**src/rtl/sram_pkg.sv**
```systemverilog
// Shared definitions for the SRAM port arbiter.
//   arb_state_t : arbiter ownership state (idle, owned by I, owned by D)
//   master_t    : master identifier, also used as the last-grant record
//   BE_FULL     : full-word byteenable for a 32-bit data path
package sram_pkg;

  typedef enum logic [1:0] {
    ARB_IDLE  = 2'd0,
    ARB_OWN_I = 2'd1,
    ARB_OWN_D = 2'd2
  } arb_state_t;

  typedef enum logic {
    MASTER_I = 1'b0,
    MASTER_D = 1'b1
  } master_t;

  localparam logic [3:0] BE_FULL = 4'hF;

endpackage

```
**src/rtl/sram_arbiter.sv**
```systemverilog
// Shares one SRAM data port between the instruction-fetch bus (I, read only)
// and the data bus (D). One master owns the port per transaction; ownership
// is held while the downstream sub-word converter stalls, and contended
// idle-state grants alternate so neither master starves.
//
// Ports
//   clk, rst_n                 core clock, async active-low reset
//   i_addr/i_read              I-bus request;  i_rdata/i_stall back to I
//   d_addr/d_be/d_read/d_write/d_wdata  D-bus request; d_rdata/d_stall back to D
//   m_addr/m_be/m_read/m_write/m_wdata  request to the converter
//   m_rdata, m_stall           read data and busy from the converter
//   conflict_cnt               saturating count of cycles both masters requested
module sram_arbiter
  import sram_pkg::*;
#(
  parameter int ADDR_W = 32,
  parameter int DATA_W = 32,
  parameter int CNT_W  = 16
) (
  input  logic                clk,
  input  logic                rst_n,
  input  logic [ADDR_W-1:0]   i_addr,
  input  logic                i_read,
  output logic [DATA_W-1:0]   i_rdata,
  output logic                i_stall,
  input  logic [ADDR_W-1:0]   d_addr,
  input  logic [DATA_W/8-1:0] d_be,
  input  logic                d_read,
  input  logic                d_write,
  input  logic [DATA_W-1:0]   d_wdata,
  output logic [DATA_W-1:0]   d_rdata,
  output logic                d_stall,
  output logic [ADDR_W-1:0]   m_addr,
  output logic [DATA_W/8-1:0] m_be,
  output logic                m_read,
  output logic                m_write,
  output logic [DATA_W-1:0]   m_wdata,
  input  logic [DATA_W-1:0]   m_rdata,
  input  logic                m_stall,
  output logic [CNT_W-1:0]    conflict_cnt
);

  arb_state_t state;
  master_t    last_grant;
  master_t    owner;
  logic       owner_valid;
  logic       req_i;
  logic       req_d;

  assign req_i = i_read;
  assign req_d = d_read | d_write;

  // Read data is shared; each master only consumes it when it owns the port.
  assign i_rdata = m_rdata;
  assign d_rdata = m_rdata;

  // Owner selection. Gated by rst_n so the memory-side strobes drop the
  // instant reset asserts, without waiting for the async state clear to
  // propagate through a clock edge.
  always_comb begin
    owner_valid = 1'b0;
    owner       = MASTER_I;
    if (rst_n) begin
      unique case (state)
        ARB_OWN_I: begin
          owner_valid = 1'b1;
          owner       = MASTER_I;
        end
        ARB_OWN_D: begin
          owner_valid = 1'b1;
          owner       = MASTER_D;
        end
        default: begin
          if (req_i && req_d) begin
            owner_valid = 1'b1;
            owner       = (last_grant == MASTER_I) ? MASTER_D : MASTER_I;
          end else if (req_d) begin
            owner_valid = 1'b1;
            owner       = MASTER_D;
          end else if (req_i) begin
            owner_valid = 1'b1;
            owner       = MASTER_I;
          end
        end
      endcase
    end
  end

  // Memory-side mux. A simultaneous D read+write is treated as a write.
  always_comb begin
    m_addr  = '0;
    m_be    = '0;
    m_read  = 1'b0;
    m_write = 1'b0;
    m_wdata = '0;
    if (owner_valid) begin
      if (owner == MASTER_D) begin
        m_addr  = d_addr;
        m_be    = d_be;
        m_read  = d_read & ~d_write;
        m_write = d_write;
        m_wdata = d_wdata;
      end else begin
        m_addr  = i_addr;
        m_be    = '1;
        m_read  = 1'b1;
      end
    end
  end

  // Owner sees the converter stall; a requesting non-owner always stalls.
  always_comb begin
    i_stall = req_i;
    d_stall = req_d;
    if (owner_valid && owner == MASTER_I) i_stall = m_stall;
    if (owner_valid && owner == MASTER_D) d_stall = m_stall;
  end

  always_ff @(posedge clk or negedge rst_n) begin
    if (!rst_n) begin
      state        <= ARB_IDLE;
      last_grant   <= MASTER_I;
      conflict_cnt <= '0;
    end else begin
      if (owner_valid) begin
        if (m_stall) begin
          state <= (owner == MASTER_D) ? ARB_OWN_D : ARB_OWN_I;
        end else begin
          state      <= ARB_IDLE;
          last_grant <= owner;
        end
      end else begin
        state <= ARB_IDLE;
      end
      if (req_i && req_d && (conflict_cnt != '1)) begin
        conflict_cnt <= conflict_cnt + CNT_W'(1);
      end
    end
  end

endmodule

```
**config.mk**
```make
export PLATFORM = sky130hd
export DESIGN_NAME = sram_arbiter
export DESIGN_NICKNAME = d
export VERILOG_FILES = /design/src/rtl/sram_pkg.sv /design/src/rtl/sram_arbiter.sv
export SDC_FILE = /design/constraint.sdc
export NUM_CORES = 1
export LEC_CHECK = 0
export ABC_CLOCK_PERIOD_IN_PS = 5260
export BUFFER_PORTS_ARGS = -buffer_cell sky130_fd_sc_hd__buf_2
export CELL_PAD_IN_SITES_DETAIL_PLACEMENT = 0
export CELL_PAD_IN_SITES_GLOBAL_PLACEMENT = 1
export CORE_AREA = 4 4 112 114
export DETAILED_ROUTE_END_ITERATION = 7
export DIE_AREA = 0 0 116 118
export PLACE_DENSITY_LB_ADDON = 0.1
export REMOVE_ABC_BUFFERS = 1
export SYNTH_ARGS = -nofsm -noshare
export SYNTH_HDL_FRONTEND = slang
export SYNTH_SLANG_ARGS = --single-unit
export TNS_END_PERCENT = 1
```
**constraint.sdc**
```tcl
create_clock -name clk -period 5.26 [get_ports clk]
set_clock_uncertainty 0.1 [all_clocks]
set_input_delay 0.526 -clock clk [delete_from_list [all_inputs] [get_ports clk]]
set_output_delay 0.526 -clock clk [all_outputs]
set_load 0.02 [all_outputs]
```
Yosys cells after proc, flatten, opt, wreduce, memory -nomap -nowiden
Cells that the tools add are included.

Bits in registers: 19. Bits of input ports: 138. Output and inout port bits: 152. Word-level logic and storage cells: 43.

$add $sub $neg: 1. Equal/unequal tests: 3. Multiplexer cells: 25. Bitwise logic cells: 5. Reductions and logical operators: 6.

Operators by type and width (count): $mux W32 (4); $add A16 B1 Y16 const B (1); $ne A16 B16 Y1 const B (1); $mux W1 (15); $mux W4 (2); $mux W2 (3); $logic_and A1 B1 Y1 (4); $not A1 Y1 (3); $eq A2 B1 Y1 const B (1); $eq A2 B2 Y1 const B (1); $pmux W1 S2 (1); $reduce_and A2 Y1 (1); $reduce_or A2 Y1 (1); $and A1 B1 Y1 (1); $or A1 B1 Y1 (1).

Longest topological paths before layout
Depth in word-level cells: 8. Depth in mapped cells: 8.

Least setup slack after synthesis
Ideal clock, no wire load.

Path kind: reg-to-output. From: reg state[1]. To: out m_read. Arrival: 1913 ps. Required time: 4634 ps. Path slack: 2721 ps. Stages on the path, launching flop included: 7. Path buffers: 2. Cell sequence: dfrtp_1 ha_1 or3b_1 nor3b_2 buf_2 buf_6 o22ai_1.

Word-level cells in the longest chain between the ends: 5. Elaborated cells between the ends (all ways): 9. Those cells by class: 2 x eq/ne; 6 x mux; 1 x reduce/logical.

Ends and longest elaborated chain: start, declared (line sram_arbiter.sv:43) `arb_state_t state;`; start signal, assigned (line sram_arbiter.sv:127) `state <= (owner == MASTER_D) ? ARB_OWN_D : ARB_OWN_I;`; $eq A2 B2 Y1 / $eq A2 B1 Y1 (equally long branches) (line sram_arbiter.sv:64) `unique case (state)`; $pmux W1 S2 / $reduce_or A2 Y1 (equally long branches); $mux W1 (on tied branches) (line sram_arbiter.sv:63, sram_arbiter.sv:64); $mux W1 (on tied branches) (line sram_arbiter.sv:97, sram_arbiter.sv:63); $mux W1 * (line sram_arbiter.sv:96) `if (owner_valid) begin`; end, declared (line sram_arbiter.sv:35) `output logic m_read,`.

Every way passes the cells marked *; elsewhere a longest branch is shown, timed or not.

Worst setup path after layout
From: reg state[1]. To: out i_stall.

Word-level cells in the longest chain between the ends: 6. Elaborated cells between the ends (all ways): 10. Those cells by class: 2 x eq/ne; 5 x mux; 1 x bitwise; 2 x reduce/logical.

Ends and longest elaborated chain: $eq A2 B2 Y1 / $eq A2 B1 Y1 (equally long branches) (line sram_arbiter.sv:64); $pmux W1 S2 / $reduce_or A2 Y1 (equally long branches); $mux W1 (on tied branches) (line sram_arbiter.sv:63, sram_arbiter.sv:64); $not A1 Y1 / $mux W1 (equally long branches) (line sram_arbiter.sv:115, sram_arbiter.sv:63); $logic_and A1 B1 Y1 * (line sram_arbiter.sv:115) `if (owner_valid && owner == MASTER_I) i_stall = m_stall;`; $mux W1 * (line sram_arbiter.sv:115); end, declared (line sram_arbiter.sv:25) `output logic i_stall,`.

Marked as above.

==> impl.org <==
** Critical path
- Highest net fanout along the worst path :: 38
- The critical path is of the reg2out type.
- On the worst path, the slowest cell contributes a delay of 750 ps.
- The signal on the critical path passes through ha_1 > or3b_1 > nor3b_4 > nor2_4 > mux2_1 > buf_2.
- Slack of the worst reg-to-reg path :: 2760 ps
- Kind of cell adding the most delay to the critical path :: simple AND/OR/NAND/NOR gates
- Crit path required time :: 4630 ps
- Cell depth of the worst setup path :: 6
- Worst path bufs/invs :: 1
- CP Launch Type :: flip-flop
- The slowest stage of the critical path belongs to the cell nor2_4.
- The worst register-to-register path ends at last_grant$_DFFE_PN0P_.
- At the worst endpoint, the arrival time is approximately 2900 ps.
- Counting cells, the worst reg-to-reg path comes to 6.
- In this run the critical register-to-register path is launched from state[0]$_DFF_PN0_.
- Endpoint kind of the worst setup timing path :: output port

** Routing
- After detailed routing, the total wire length is ~11000 µm.
- In this run, the number of DRC markers left after iteration 0 of detailed routing was 108.
- The detailed router placed approximately 2300 vias in this run.
- Number of detailed-route iterations in the first pass :: 4
- Dividing the detail-routed wire length by the instance count gives about 22 µm.
- Final ANT Viol Nets :: 0
- For this run, design rule violations remaining after detail routing come to 0.
- In the routed layout, each cell is associated on average with a via count of 4.47.

** Power and ir drop
- Leakage :: 1.58 nW
- The worst-case IR drop observed on VDD is 0.199 mV.
- Fraction of power spent switching nets :: 44.5%
- The analysis attributes to net switching a power of ~0.36 mW.
- Part of the total power dissipated in sequential elements :: 27.6%
- The internal power of the cells totals approximately 0.44 mW.
- For this design the ratio of total power to cell area is 287 nW/µm².
- Combinational fraction of design power :: a little over half
- Of the total power, the clock network draws 20.0%.

** CTS
- Number of buffers on the longest clock path :: 2
- Inserted Clock Buffers :: 3
- At the later pin of the worst-skew pair, clock insertion delay measures 250 ps.
- Cts hold-fix bufs :: 0
- Clock tree synthesis found a total of 19 sinks.
- Clock-pin slew reported for the worst setup and hold paths after clock tree synthesis :: 50 ps
- Number of H-tree levels :: 1
- The root buffer cell chosen for the clock tree is clkbuf_16.
- Once the clock tree was built, the setup fixing pass inserted 0 buffers.
- TritonCTS built the clock tree.
- PostCTS Resize Cnt :: 0

** STA
- Minimum hold slack :: ~150 ps
- Setup violation total in the final timing report :: 0
- Transition time at the pin with the least slew margin :: slightly above 900 ps
- Fin Setup TNS :: 0 ps
- Hold Fails Final Rpt :: 0
- Crit path setup slack, layout :: 1760 ps
- Setup repair after global routing missed its margin :: no
- The max-slew violation count is 0.
- Fmax :: 0.286 GHz
- The final critical path takes up ~67% of the cycle.
- Slew headroom :: 38.7%
- Final critical path time including I/O delays and setup :: 3500 ps

** Cells and area
- Post-synthesis to final-layout area growth :: 32.3%
- Number of non-filler instances in the completed layout :: slightly above 500
- At the end of the flow, the number of nets in the layout was 503.
- Leading cell type in the layout, fill and taps excluded :: buf_2
- Number of filler cells placed in the layout :: 1313
- In the final layout, the multi-input gates occupy 1070 µm².
- At the end of the flow the core is filled with cells to 24.4%.
- Registers take about 480 µm².
- Leading cell types in the layout, fill and taps excluded :: buf_2 (193), and2_1 (35), a22o_1 (32)
- Cells with a size suffix above 1 make up 56.4% of the layout.

** Placed design
- HPWL reported at the end of detailed placement :: between 9000 and 10000 µm
- Count of input and output buffers :: ~190
- Routability Congestion :: 0.811
- Before CTS, the worst setup slack after placement is around 1700 ps.
- Placed cell count :: 501

** Floorplan
- From bottom edge to top edge, the die measures around 120 µm.
- Starting density of the core :: 18.4%
- CORE AREA :: 11400 µm²
- Row generation in the floorplan step produced 39 rows.
- The floorplan step set the die width to 116 µm.
- During I/O placement, the number of pins put on the boundary was 290.
- The die covers 13700 µm².

** GRT
- Overall track demand over capacity in global routing :: between 10% and 20%
- The first global-routing pass estimated 15300 µm of wire.
- Overall overflow remaining after global route :: 0
- The via count of the first global-routing pass was roughly 2300.
- The initial antenna violation count was 4.
- Largest net degree at the start of global routing :: 55

** Logic synthesis
- Number of flops mapped to enable cells by yosys :: 0
- Of all flip-flops after synthesis, the portion carrying an async set or reset was 100%.
- Cell count after synthesis :: 240
- The mapped netlist covers approximately 2100 µm².
- Counting flops and latches in the post-synthesis netlist gives 19.
- In this run, distinct cell masters in the synthesized netlist total 38.
- The Yosys step of the flow raised 0 warnings.
- Synth Area per Inst :: 8.76 µm²
- Of the synthesized area, sequential elements account for roughly 23%.
- For this run, the leading register cell type out of synthesis is dfrtp_1.

** Job
- Number of max-cap violations :: 0

** Run status
- The flow ran to the end, and the final reports show no timing, DRC or antenna violations.

** Hold path
- Worst min-delay path class :: in2async
## per-stage QoR
step	instance area, µm²	total power, mW
6_report	2780	0.800
3_5_place_dp	2700	0.651
2_1_floorplan	1540	0.467
4_1_cts	2780	0.815
3_3_place_gp	2700	0.651
5_1_grt	2780	0.851
## sequential cells by signal, summed over array words and instances, names as in the netlist
name	flops
state	2
last_grant	1
conflict_cnt	16
## routing by layer
metal,share of wire (%),up-vias,track usage (%)
met5,0.43,-,0.784
li1,-,1033,-
met3,18,13,12.7
met1,36,1027,16.4
met2,45,183,22.7
met4,0.60,6,2.18
## area by class of cell
type                       instances  share of cell area, %
clock buffer                       4                   2.83
tap                              143                   6.43
timing repair buffer             194                   35.0
multi-input combinational        143                   38.3
inverter                           2                  0.270
antenna                            1                 0.0899
sequential                        19                   17.1
## Yosys cell counts, types with 2 or more instances
cell type | number | area share (%)
and4_1 | 3 | 1.2
mux2_1 | 2 | 1.1
a21o_1 | 4 | 1.4
buf_6 | 4 | 2.1
mux2i_1 | 2 | 0.95
and3_1 | 5 | 1.5
nor2_1 | 4 | 0.71
inv_1 | 2 | 0.36
and2_1 | 35 | 10
nand3_1 | 6 | 1.4
o21ai_0 | 2 | 0.48
nand4_1 | 7 | 2.1
a22o_1 | 32 | 13
dfrtp_1 | 19 | 23
a21oi_1 | 3 | 0.71
ha_1 | 2 | 1.2
o21ai_1 | 2 | 0.48
nor3b_1 | 2 | 0.71
clkbuf_1 | 4 | 0.71
buf_4 | 64 | 23
nand2_1 | 4 | 0.71
xnor2_1 | 7 | 2.9
nor3_1 | 3 | 0.71
xor2_1 | 5 | 2.1
buf_2 | 4 | 0.95
## power by group through the flow
stage	clock, mW	combinational (mW)	sequential (mW)
after floorplan	0	0.218	0.249
after global placement	0	0.428	0.223
after detailed placement	0	0.427	0.224
after CTS	0.165	0.428	0.221
after global routing	0.171	0.453	0.227
final	0.160	0.419	0.221
## cells by family after synthesis
| family | count (synthesis) | share of synthesized area, % |
|---|---|---|
| AND/OR/NAND/NOR | 77 | 23.7 |
| adder cells (fa/ha/maj) | 2 | 1.19 |
| XOR/XNOR | 12 | 5.00 |
| multiplexers | 5 | 2.56 |
| AO/OA/AOI/OAI | 47 | 17.9 |
| buffers and inverters | 78 | 27.0 |
| flip-flops | 19 | 22.6 |
## worst max path at each step
stage | slack [ps] | startpoint | end
6_report | 1760 | state[1]$_DFF_PN0_ | i_stall
5_1_grt | 1470 | rst_n | m_addr[19]
4_1_cts | 1670 | rst_n | m_addr[19]
3_5_place_dp | 1650 | rst_n | m_addr[19]
3_3_place_gp | 1700 | rst_n | m_addr[30]
2_1_floorplan | 1070 | state[0]$_DFF_PN0_ | i_stall
## worst reg2reg max path: cells and delay by family, from the launching register on
family                     cells  cell delay (ps)
DFF                            1              320
adders and majority gates      1              320
buffers and inverters          2              560
muxes                          1              250
and+or+nand+nor                2              880
Power figures use the tool's default switching activity.
